### config.mk
export PLATFORM = sky130hd
export DESIGN_NAME = lap_stop_watch
export DESIGN_NICKNAME = d
export VERILOG_FILES = /design/src/rtl/lap_stop_watch.sv
export SDC_FILE = /design/constraint.sdc
export NUM_CORES = 1
export LEC_CHECK = 0
export ABC_AREA = 1
export CORE_MARGIN = 2
export CORE_UTILIZATION = 54
export CTS_BUF_LIST = sky130_fd_sc_hd__clkbuf_8 sky130_fd_sc_hd__clkbuf_16
export CTS_CLUSTER_SIZE = 12
export DETAILED_ROUTE_END_ITERATION = 16
export PLACE_DENSITY = 0.76
export SETUP_SLACK_MARGIN = 0.5
export SLEW_MARGIN = 20
export SYNTH_ARGS = -nofsm -noshare
export SYNTH_HDL_FRONTEND = slang
export SYNTH_SLANG_ARGS = --single-unit
### constraint.sdc
create_clock -name clk -period 2.4 [get_ports clk]
set_clock_uncertainty 0.2 [all_clocks]
set_input_delay 0.36 -clock clk [delete_from_list [all_inputs] [get_ports clk]]
set_output_delay 0.36 -clock clk [all_outputs]
set_load 0.02 [all_outputs]
### src/rtl/lap_stop_watch.sv
// Centisecond stopwatch with edge-detected buttons, saturating run time and a
// browsable LAP_DEPTH-entry lap ring whose newest entry is view index 0.
module lap_stop_watch #(
    parameter int TICKS_PER_CS = 10000,
    parameter int LAP_DEPTH    = 8,
    parameter int IDX_W        = 3,
    parameter bit OVERWRITE    = 1'b1,
    parameter int MIN_MAX      = 99
) (
    input  logic             clk,
    input  logic             rst,
    input  logic             btn_start,
    input  logic             btn_lap,
    input  logic             btn_clear,
    input  logic             btn_older,
    input  logic             btn_newer,
    output logic             running,
    output logic             overflow,
    output logic [6:0]       min,
    output logic [6:0]       sec,
    output logic [6:0]       csec,
    output logic [IDX_W:0]   lap_count,
    output logic             lap_full,
    output logic [IDX_W-1:0] view_idx,
    output logic             view_valid,
    output logic [6:0]       view_min,
    output logic [6:0]       view_sec,
    output logic [6:0]       view_csec
);

    localparam int PW = (TICKS_PER_CS > 32'sd1) ? $clog2(TICKS_PER_CS) : 32'sd1;
    localparam int SW = IDX_W + 32'sd2;
    localparam logic [PW-1:0]    PRESC_LAST = PW'(TICKS_PER_CS - 32'sd1);
    localparam logic [PW-1:0]    PRESC_ONE  = PW'(1'b1);
    localparam logic [IDX_W:0]   DEPTH_C    = (IDX_W+1)'(LAP_DEPTH);
    localparam logic [IDX_W:0]   CNT_ONE    = (IDX_W+1)'(1'b1);
    localparam logic [IDX_W-1:0] IDX_ONE    = IDX_W'(1'b1);
    localparam logic [IDX_W-1:0] PTR_LAST   = IDX_W'(LAP_DEPTH - 32'sd1);
    localparam logic [SW-1:0]    RD_OFS     = SW'(LAP_DEPTH - 32'sd1);
    localparam logic [SW-1:0]    DEPTH_W    = SW'(LAP_DEPTH);
    localparam logic [6:0]       MIN_LAST   = 7'(MIN_MAX);

    logic [4:0]       btn_s, btn_q_r, edge_s;
    logic             armed_r;
    logic [PW-1:0]    presc_r;
    logic             running_r, overflow_r;
    logic [6:0]       min_r, sec_r, csec_r;
    logic [6:0]       min_n_s, sec_n_s, csec_n_s;
    logic [20:0]      lap_mem_r [LAP_DEPTH];
    logic [IDX_W-1:0] wr_ptr_r, view_idx_r, wr_ptr_n_s, view_idx_n_s, rd_ptr_s;
    logic [IDX_W:0]   lap_count_r, lap_count_n_s;
    logic [SW-1:0]    rd_sum_s;
    logic [20:0]      rd_data_s;
    logic             lap_full_r, view_valid_r;
    logic [6:0]       view_min_r, view_sec_r, view_csec_r;
    logic             clear_fire_s, start_fire_s, lap_fire_s, older_fire_s, newer_fire_s;
    logic             has_laps_s, full_s, lap_store_s, tick_s, at_max_s, saturate_s;

    // The edge register is loaded on the first clock after reset without firing.
    assign btn_s  = {btn_newer, btn_older, btn_clear, btn_lap, btn_start};
    assign edge_s = btn_s & ~btn_q_r & {5{armed_r}};

    assign has_laps_s  = (lap_count_r != '0);
    assign full_s      = (lap_count_r == DEPTH_C);
    assign tick_s      = running_r && (presc_r == PRESC_LAST);
    assign at_max_s    = (min_r == MIN_LAST) && (sec_r == 7'd59) && (csec_r == 7'd99);
    assign saturate_s  = tick_s && at_max_s;
    assign lap_store_s = lap_fire_s && (!full_s || OVERWRITE);

    // Single-winner action arbitration: clear > start > lap > older > newer.
    always_comb begin
        clear_fire_s = 1'b0;
        start_fire_s = 1'b0;
        lap_fire_s   = 1'b0;
        older_fire_s = 1'b0;
        newer_fire_s = 1'b0;
        if (edge_s[2] && !running_r) begin
            clear_fire_s = 1'b1;
        end else if (edge_s[0] && !overflow_r) begin
            start_fire_s = 1'b1;
        end else if (edge_s[1] && running_r) begin
            lap_fire_s = 1'b1;
        end else if (edge_s[3] && has_laps_s) begin
            older_fire_s = 1'b1;
        end else if (edge_s[4] && has_laps_s) begin
            newer_fire_s = 1'b1;
        end else begin
            clear_fire_s = 1'b0;
        end
    end

    // Next live time: csec/sec/min carry chain, frozen at the saturation point.
    always_comb begin
        min_n_s  = min_r;
        sec_n_s  = sec_r;
        csec_n_s = csec_r;
        if (clear_fire_s) begin
            min_n_s  = 7'd0;
            sec_n_s  = 7'd0;
            csec_n_s = 7'd0;
        end else if (tick_s && !at_max_s) begin
            if (csec_r == 7'd99) begin
                csec_n_s = 7'd0;
                if (sec_r == 7'd59) begin
                    sec_n_s = 7'd0;
                    min_n_s = min_r + 7'd1;
                end else begin
                    sec_n_s = sec_r + 7'd1;
                end
            end else begin
                csec_n_s = csec_r + 7'd1;
            end
        end else begin
            csec_n_s = csec_r;
        end
    end

    // Next lap bookkeeping: count, write pointer and browse index.
    always_comb begin
        lap_count_n_s = lap_count_r;
        wr_ptr_n_s    = wr_ptr_r;
        view_idx_n_s  = view_idx_r;
        if (clear_fire_s) begin
            lap_count_n_s = '0;
            wr_ptr_n_s    = '0;
            view_idx_n_s  = '0;
        end else if (lap_store_s) begin
            wr_ptr_n_s   = (wr_ptr_r == PTR_LAST) ? '0 : (wr_ptr_r + IDX_ONE);
            view_idx_n_s = '0;
            if (!full_s) begin
                lap_count_n_s = lap_count_r + CNT_ONE;
            end else begin
                lap_count_n_s = lap_count_r;
            end
        end else if (older_fire_s) begin
            if (({1'b0, view_idx_r} + CNT_ONE) < lap_count_r) begin
                view_idx_n_s = view_idx_r + IDX_ONE;
            end else begin
                view_idx_n_s = view_idx_r;
            end
        end else if (newer_fire_s) begin
            if (view_idx_r != '0) begin
                view_idx_n_s = view_idx_r - IDX_ONE;
            end else begin
                view_idx_n_s = view_idx_r;
            end
        end else begin
            view_idx_n_s = view_idx_r;
        end
    end

    // Viewed entry is (wr_ptr - 1 - view_idx) mod LAP_DEPTH, valid for any depth.
    always_comb begin
        rd_sum_s = SW'(wr_ptr_r) + RD_OFS - SW'(view_idx_r);
        if (rd_sum_s >= DEPTH_W) begin
            rd_ptr_s = IDX_W'(rd_sum_s - DEPTH_W);
        end else begin
            rd_ptr_s = IDX_W'(rd_sum_s);
        end
    end

    assign rd_data_s = lap_mem_r[rd_ptr_s];

    // Lap storage; stale contents are masked by lap_count, so no reset is needed.
    always_ff @(posedge clk) begin
        if (lap_store_s) begin
            lap_mem_r[wr_ptr_r] <= {min_r, sec_r, csec_r};
        end
    end

    // Control, time, lap bookkeeping and registered view state.
    always_ff @(posedge clk or posedge rst) begin
        if (rst) begin
            btn_q_r      <= 5'b00000;
            armed_r      <= 1'b0;
            presc_r      <= '0;
            running_r    <= 1'b0;
            overflow_r   <= 1'b0;
            min_r        <= 7'd0;
            sec_r        <= 7'd0;
            csec_r       <= 7'd0;
            lap_count_r  <= '0;
            wr_ptr_r     <= '0;
            view_idx_r   <= '0;
            lap_full_r   <= 1'b0;
            view_valid_r <= 1'b0;
            view_min_r   <= 7'd0;
            view_sec_r   <= 7'd0;
            view_csec_r  <= 7'd0;
        end else begin
            btn_q_r <= btn_s;
            armed_r <= 1'b1;
            min_r   <= min_n_s;
            sec_r   <= sec_n_s;
            csec_r  <= csec_n_s;
            if (clear_fire_s) begin
                presc_r <= '0;
            end else if (running_r) begin
                presc_r <= (presc_r == PRESC_LAST) ? '0 : (presc_r + PRESC_ONE);
            end
            if (clear_fire_s) begin
                overflow_r <= 1'b0;
            end else if (saturate_s) begin
                overflow_r <= 1'b1;
            end
            if (saturate_s) begin
                running_r <= 1'b0;
            end else if (start_fire_s) begin
                running_r <= ~running_r;
            end
            lap_count_r  <= lap_count_n_s;
            wr_ptr_r     <= wr_ptr_n_s;
            view_idx_r   <= view_idx_n_s;
            lap_full_r   <= (lap_count_n_s == DEPTH_C);
            view_valid_r <= (lap_count_n_s != '0);
            if (clear_fire_s || !has_laps_s) begin
                view_min_r  <= 7'd0;
                view_sec_r  <= 7'd0;
                view_csec_r <= 7'd0;
            end else begin
                {view_min_r, view_sec_r, view_csec_r} <= rd_data_s;
            end
        end
    end

    assign running    = running_r;
    assign overflow   = overflow_r;
    assign min        = min_r;
    assign sec        = sec_r;
    assign csec       = csec_r;
    assign lap_count  = lap_count_r;
    assign lap_full   = lap_full_r;
    assign view_idx   = view_idx_r;
    assign view_valid = view_valid_r;
    assign view_min   = view_min_r;
    assign view_sec   = view_sec_r;
    assign view_csec  = view_csec_r;

endmodule

Word level (Yosys, flattened, before mapping)
Memories as Yosys holds them, arrays and structs flattened.
Index checks and enable logic that the tools add are counted.
W data, S select, Z words.

word-level totals
  register bits = 76
  memory bits (writable) = 168
  bits of input ports = 7
  logic and storage cells = 124
  memories = 1

operators by class
  add/subtract/negate cells = 12
  magnitude comparators = 2
  equality and inequality tests = 8
  multiplexer cells = 51
  bitwise logic cells = 4
  reduce and logical (&&, ||, !) cells = 30

memory list
  memory     depth  width  rd ports  clocked after Yosys merged registers in  write ports  line  source
  lap_mem_r  8      21     1         0                                        1            49    logic [20:0] lap_mem_r [LAP_DEPTH];

operators by type and width
  operator                 number
  $mux W7                  14
  $mux W14                 3
  $mux W3                  10
  $add A7 B1 Y7 const B    3
  $mux W1                  21
  $reduce_bool A4 Y1       4
  $add A14 B1 Y14 const B  1
  $eq A14 B14 Y1 const B   1
  $eq A7 B7 Y1 const B     2
  $reduce_bool A2 Y1       7
  $mux W4                  3
  $and A5 B5 Y5            2
  $logic_and A1 B1 Y1      10
  $eq A4 B4 Y1 const B     2
  $eq A7 B6 Y1 const B     1
  $add A3 B1 Y3 const B    2
  $reduce_and A3 Y1        2
  $sub A3 B1 Y3 const B    2
  $ge A5 B4 Y1 const B     1
  $not A5 Y5               1
  $sub A4 B3 Y5            1
  $add A3 B1 Y4 const B    1
  $add A3 B3 Y4 const B    1
  $add A4 B1 Y4 const B    1
  other kinds (8)          11

Depth between registers and ports, before layout
Gate-level depths: netlist (run 1).

  depth in word-level cells = 13
  gate-level depth with buffers = 15
  gate-level depth less buffers = 14

Least setup slack after synthesis (run 1)
Ideal clock, no wire load.

  kind = flip-flop to flip-flop
  start point = register running_r, in the netlist running
  end point = memory lap_mem_r[0][0] (enable)
  arrival = 2.029 ns
  data required time = 1.801 ns
  slack = -0.228 ns
  cell stages (with the launch flop) = 7
  buffers on the path = 0
  clock period less this slack = 2.628 ns
  cell sequence = dfrtp_1 -> nand2_1 -> nor2_1 -> nand2_1 -> inv_1 -> nand2_1 -> nor2_1

between the ends
  word-level cells in the longest chain between the ends = 6

RTL lines
  element                          line  source
  from (decl)                      46    logic running_r, overflow_r;
  from (signal assigned)           209   running_r <= ~running_r;
  $logic_and A1 B1 Y1              81    end else if (edge_s[1] && running_r) begin
  $mux W1                          81
  $mux W1                          79    end else if (edge_s[0] && !overflow_r) begin
  $mux W1 *                        77    if (edge_s[2] && !running_r) begin
  $mux W1 *                        166   if (lap_store_s) begin
  $mux W1 (implied by the code) *  167   lap_mem_r[wr_ptr_r] <= {min_r, sec_r, csec_r};
  to (decl)                        49

Every way passes the cells marked *; elsewhere a longest branch is shown, timed or not.

Worst setup path after layout (run 1)
  start point = register view_idx_r[0], in the netlist view_idx[0]
  end point = register view_sec_r[1], in the netlist view_sec[1]

between the ends
  word-level cells in the longest chain between the ends = 5

RTL lines
  element                                               line      source
  from (decl)                                           50        logic [IDX_W-1:0] wr_ptr_r, view_idx_r, wr_ptr_n_s, view_idx_n_s, rd_ptr_s;
  from (signal assigned)                                213       view_idx_r <= view_idx_n_s;
  $sub A4 B3 Y5 *                                       154       rd_sum_s = SW'(wr_ptr_r) + RD_OFS - SW'(view_idx_r);
  $ge A5 B4 Y1 / $sub A3 B1 Y3 (equally long branches)  155, 156
  $mux W3 *                                             155       if (rd_sum_s >= DEPTH_W) begin
  $mem_v2 Z8 W21 *                                      -
  $mux W7 *                                             216       if (clear_fire_s || !has_laps_s) begin
  to (signal assigned)                                  221       {view_min_r, view_sec_r, view_csec_r} <= rd_data_s;
  to (decl)                                             55        logic [6:0] view_min_r, view_sec_r, view_csec_r;

Marks and branches as above.
A chain may end at the register's enable or synchronous reset.

==> flow_summary.yaml, run 1 <==
status:
  status: "finished, final reports clean"
cells_and_area:
  stdcell_area_um2: 13600
  areaGrowthSynthToFinish_pct: 30.8
  drive_gt1_frac: 0.267
  final_nets: 1100
  antenna_cells: 0
  stdcell_count: 1331
  nFillCells: 1189
logic_synthesis:
  synth_edf_count: 168
  synthTopCellsByArea: "edfxtp_1, dfrtp_1, nand2_1"
  synth_most_common_cell: "nand2_1"
  netlist.area_leader.share: 0.487
  synthTopCellsByCount: "nand2_1, edfxtp_1, nor2_1"
  synth_warnings: 0
  synth_area_um2: 10400
  synth_flop_cell: "edfxtp_1"
  synth_cells: 918
  ys_seq_area_frac: 0.670
  synth_seq_cells: 244
  ys_types: 39
  yosys.area.top_type: "edfxtp_1"
  syn-num-nets: 941
  syn_area_per_cell_um2: 11.3
  async_reset_ff_frac: 0.311
critical_path:
  critPathRequiredTime_ps: 2630
  crit_arrival_ps: 2610
  cp_max_fo: 9
  crit_type: "flop to flop"
  end_kind: "flop"
  crit_slowest_cell: "fa_2"
  start_kind: "flop"
  cp_cell_sequence: "inv_4, ha_4, inv_2, fa_2, clkinv_4, buf_12, buf_16, a32o_1, a21oi_1"
  critPathMaxStageDelay_ps: 600
sta:
  slew_violations: 0
  max_freq_mhz: 421
  min_period_ps: 2380
  hold_violations: 0
  grt_setup_unrepaired: "yes"
  hold_ws_ps: 125
  setup_viol: 0
  finalCritPeriodShare: 0.990
  tns_ps: 0
global_routing:
  first_global_vias: 7355
  grt_max_degree: 69
  antenna_found_initial: 0
  grt.overflow.total: 0
  track_usage: 0.242
  grt_pass1_wl_mm: 38.4
route:
  vias_per_cell: 5.80
  postRouteAntennaNets: 0
  drc_errors: 0
  wl_mm: 26.2
  drt_iter0_drc: 722
  firstDrtPassIters: 5
  vias: 7722
  wl_per_cell_um: 19.7
placement:
  gp_congestion: 0.868
  dp_hpwl_mm: 13.5
  place_area_um2: 11800
  port_buffers: 59
  place_inst: 1224
die:
  pin_count: 60
  initial_core_util: 0.552
  die_y_um: 143
  core_um2: 18800
  rows: 50
  die_area_um2: 20300
  die_w_um: 143
clocking:
  cts.path.max_buffers: 3
  clkLatencyLatePin_ps: 520
  cts_root_buffer: "clkbuf_16"
  cts-buffers-inserted: 26
  htree_levels: 1
  path_clk_slew_ps: 60
  cts_sinks: 244
  cts_tree: "done"
pwr:
  power_density_nw_per_um2: 1310
  ir_worst_vdd_mv: 1.08
  p_leak_nw: 5.27
worst_hold_path:
  hold_path.class: "input port to flop"
flow_run:
  maxCapViolCount: 0
## where the power goes
part | internal, W | leakage, nW | switching [W]
sequential | 0.00498 | 2.36 | 0.000333
combinational | 0.00351 | 2.46 | 0.00499
clock | 0.00236 | 0.456 | 0.00154
## area by class of cell
cell class | instances | area [um2] | share of cell area
Tap cell | 234 | 293 | 0.0216
Clock inverter | 20 | 155 | 0.0114
Inverter | 61 | 262 | 0.0193
Clock buffer | 28 | 689 | 0.0509
Timing Repair Buffer | 167 | 1720 | 0.127
Multi-Input combinational cell | 577 | 3460 | 0.255
Sequential cell | 244 | 6980 | 0.515
## cells in the final DEF, fill, tap and decap left out, types with 27 or more instances in the layout
cell type      netlist  layout
inv_1               56      56
o22ai_1             31      31
a21oi_1             46      33
buf_4                5      63
dlygate4sd2_1        0      27
clkbuf_16            0      31
edfxtp_1           168     168
nor2_1             101      84
nand2_1            178     163
dfrtp_1             76      53
o21ai_1             20      27
o21ai_0             67      56
## registers in the layout (all words and copies together), names as in the netlist
register and flops:
lap_mem_r 168, presc_r 14, csec 7, min 7, sec 7, view_csec 7, view_min 7, view_sec 7
btn_q_r 5, lap_count 4, view_idx 3, wr_ptr_r 3, armed_r 1, lap_full 1, overflow 1, running 1
view_valid 1
## logic make-up after synthesis
family,share of synthesized area
simple gates,0.145
flops,0.670
compound gates,0.113
buf+inv,0.0400
fa+ha+maj,0.0208
xor+xnor,0.0110
other cells,0.000362
## timing repair
item / in CTS / in global routing
pin swaps: 12 / 35
hold endpoints to repair: 9 / 0
cloned: 3 / 5
hold buffers: 1 / 0
setup endpoints to repair: 120 / 191
setup buffers: 22 / 28
gates resized for setup: 138 / 96
## worst max-delay path: cells and delay by family (launching register included)
| kind | cells | cell delay, ps |
|---|---|---|
| buffers and inverters | 5 | 520 |
| adder cells (fa/ha/maj) | 2 | 710 |
| AO/OA/AOI/OAI | 2 | 400 |
| flip-flops | 1 | 430 |
## metrics by stage
step	util	total power (W)	setup slack (ps)
4_1_cts	0.689	0.0165	139
3_3_place_gp	0.628	0.0119	-54.9
6_report	0.722	0.0177	24.5
3_5_place_dp	0.628	0.0121	-128
5_1_grt	0.722	0.0187	-25.4
2_1_floorplan	-	0.0101	222
## layer usage
layer,GRT usage,vias up,part of all wire
met4,0.0823,0,0.027
met2,0.401,335,0.50
met5,0,-,0
met1,0.326,3775,0.40
met3,0.0427,59,0.073
li1,-,3553,-
## worst paths after layout
kind                             start  cells past startpoint            to  slack, ps
max in group asynchronous          rst                      4  view_csec[5]        930
setup / recovery           view_idx[0]                      9   view_sec[1]         20
hold / removal               btn_newer                      1    btn_q_r[4]        120
min in group asynchronous          rst                      3    presc_r[6]        510
hold reg to reg            presc_r[13]                      2   presc_r[13]        360
setup reg to reg           view_idx[0]                      9   view_sec[1]         20
Note: power is estimated with default switching activity, not from simulation.
==> run 2: changes to the inputs <==
- CORE_UTILIZATION: 54 -> 34
- PLACE_DENSITY: 0.76 -> 0.52
==> run 2 against run 1 <==
Critical endpoint is now view_sec[4]. Die area is 57% higher. Sequential power is essentially flat. Combinational power down 12%. Clock power grew 2%.
==> flow_summary.yaml, run 2 (synthesized netlist as in run 1, its figures left out) <==
status:
  status: "finished, final reports clean"
placement:
  dp_slack_ps: -96.2
  port_buffers: 59
  dp_hpwl_mm: 15.3
  gp_congestion: 0.769
critical_path:
  crit_type: "flop to flop"
  reg2reg_from: "view_idx[0]"
  r2r_end: "view_sec[4]"
  rr_worst_depth: 10
  start_kind: "flop"
  crit_arrival_ps: 2500
  end_kind: "flop"
  rrSetupSlack_ps: 120
  critPathRequiredTime_ps: 2620
  cp_max_fo: 34
pwr:
  ir_worst_vdd_mv: 0.782
  power_density_nw_per_um2: 1240
  p_leak_nw: 5.18
cells_and_area:
  top_regs: "lap_mem_r: 168 flops, presc_r: 14 flops"
  multi_input_area_um2: 3360
  final_common_cell: "edfxtp_1"
  final_nets: 1094
  ff_latch_area_um2: 6980
  final_cell_mix: "edfxtp_1, nand2_1, nor2_1"
  largest_reg_flops: 168
  drive_gt1_frac: 0.245
  areaGrowthSynthToFinish_pct: 30.7
  largest-register: "lap_mem_r"
  nFillCells: 2761
  antenna_cells: 0
die:
  die_area_um2: 31900
  rows: 63
  die_w_um: 179
  die_y_um: 179
  core_um2: 29800
  initial_core_util: 0.348
  pin_count: 60
clocking:
  clkLatencyLatePin_ps: 540
  path_clk_slew_ps: 60
  cts.path.max_buffers: 3
  cts_root_buffer: "clkbuf_16"
  cts_hold_buffers: 0
  cts_tree: "done"
  cts-buffers-inserted: 27
  cts_sinks: 244
  htree_levels: 1
sta:
  worst_slack_ps: 124
  relSlewSlack: 0.628
  min_period_ps: 2280
  max_freq_mhz: 439
  slew_violations: 0
  hold_violations: 0
  tightest_slew_ps: 557
  grt_setup_unrepaired: "yes"
  setup_viol: 0
  hold_ws_ps: 43.2
  finalCritPeriodShare: 0.948
global_routing:
  antenna_found_initial: 0
  grt_max_degree: 59
  first_global_vias: 7111
  track_usage: 0.164
  grt.overflow.total: 0
  grt_pass1_wl_mm: 40.5
route:
  postRouteAntennaNets: 0
  drt_iter0_drc: 489
  vias_per_cell: 4.91
  firstDrtPassIters: 4
  drc_errors: 0
  vias: 7275
  wl_mm: 25.9
  wl_per_cell_um: 17.5
worst_hold_path:
  hold_path.class: "input port to async pin"
flow_run:
  maxCapViolCount: 0
[run 2: cell count changes in the layout (fill, tap and decap cells not counted), sizes merged]
cell,change
buf,-5
clkbuf,-3
clkdlybuf4s15,+3
bufinv,-1
clkinvlp,+1
dlygate4sd2,-1
dlygate4sd3,-1
inv,+1
nand2,+1
[run 2: worst max-delay path: stages (launching register included)]
cell,delay (ps)
dfrtp_2,420
inv_4,70
ha_4,110
inv_2,30
fa_2,610
clkinv_4,120
buf_16,190
o21ai_0,90
o22ai_1,90
o21ai_1,160
a21oi_1,60
[run 2: repair_timing]
action	in CTS	in global routing
setup endpoints to repair	202	221
gates resized for setup	152	47
endpoints found under the hold margin	0	0
gates cloned	3	2
buffers inserted	19	21
pin swaps	14	18
[run 2: power breakdown]
part           leakage (nW)  internal [W]  switching [W]
clock                 0.457       0.00233        0.00165
sequential             2.36       0.00498       0.000309
combinational          2.37       0.00294        0.00452
[run 2: layer usage]
layer / vias up / share of wire / global-route usage
met1: 3562 / 0.47 / 0.230
met2: 138 / 0.47 / 0.272
li1: 3543 / - / -
met3: 32 / 0.038 / 0.0222
met4: 0 / 0.019 / 0.0352
met5: - / 0 / 0
[run 2: metrics by stage]
stage / power (W) / instance area (um2) / std cells / TNS (ps) / util
global route: 0.0179 / 13500 / 1482 / 0 / 0.454
floorplan: 0.0101 / 10600 / 918 / 0 / -
finish: 0.0167 / 13500 / 1482 / 0 / 0.454
detailed placement: 0.0124 / 12100 / 1387 / -96.2 / 0.404
CTS: 0.0167 / 13200 / 1459 / 0 / 0.442
global placement: 0.0123 / 12100 / 1387 / -71.6 / 0.404
[run 2: how the worst max path moves through the flow]
stage | startpoint | end | depth (start not counted)
after floorplan | view_idx[0] | view_min[5] | 10
after global placement | btn_clear | view_idx[2] | 14
after detailed placement | btn_clear | view_idx[2] | 14
after CTS | view_idx[0] | view_min[3] | 10
after global routing | view_idx[0] | view_min[1] | 9
final | view_idx[0] | view_sec[4] | 10
[run 2: layout make-up]
class	count	area share
inverters	61	0.0184
well taps	390	0.0360
clock buffers	29	0.0519
multi-input cells	578	0.248
repair buffers	159	0.118
clock inverters	21	0.0117
flip-flops and latches	244	0.515
==> run 3: changes to the inputs <==
- ABC_CLOCK_PERIOD_IN_PS: default -> 2400
==> results of run 3 <==
The final DEF is identical to that of run 2; final timing and power are the same.
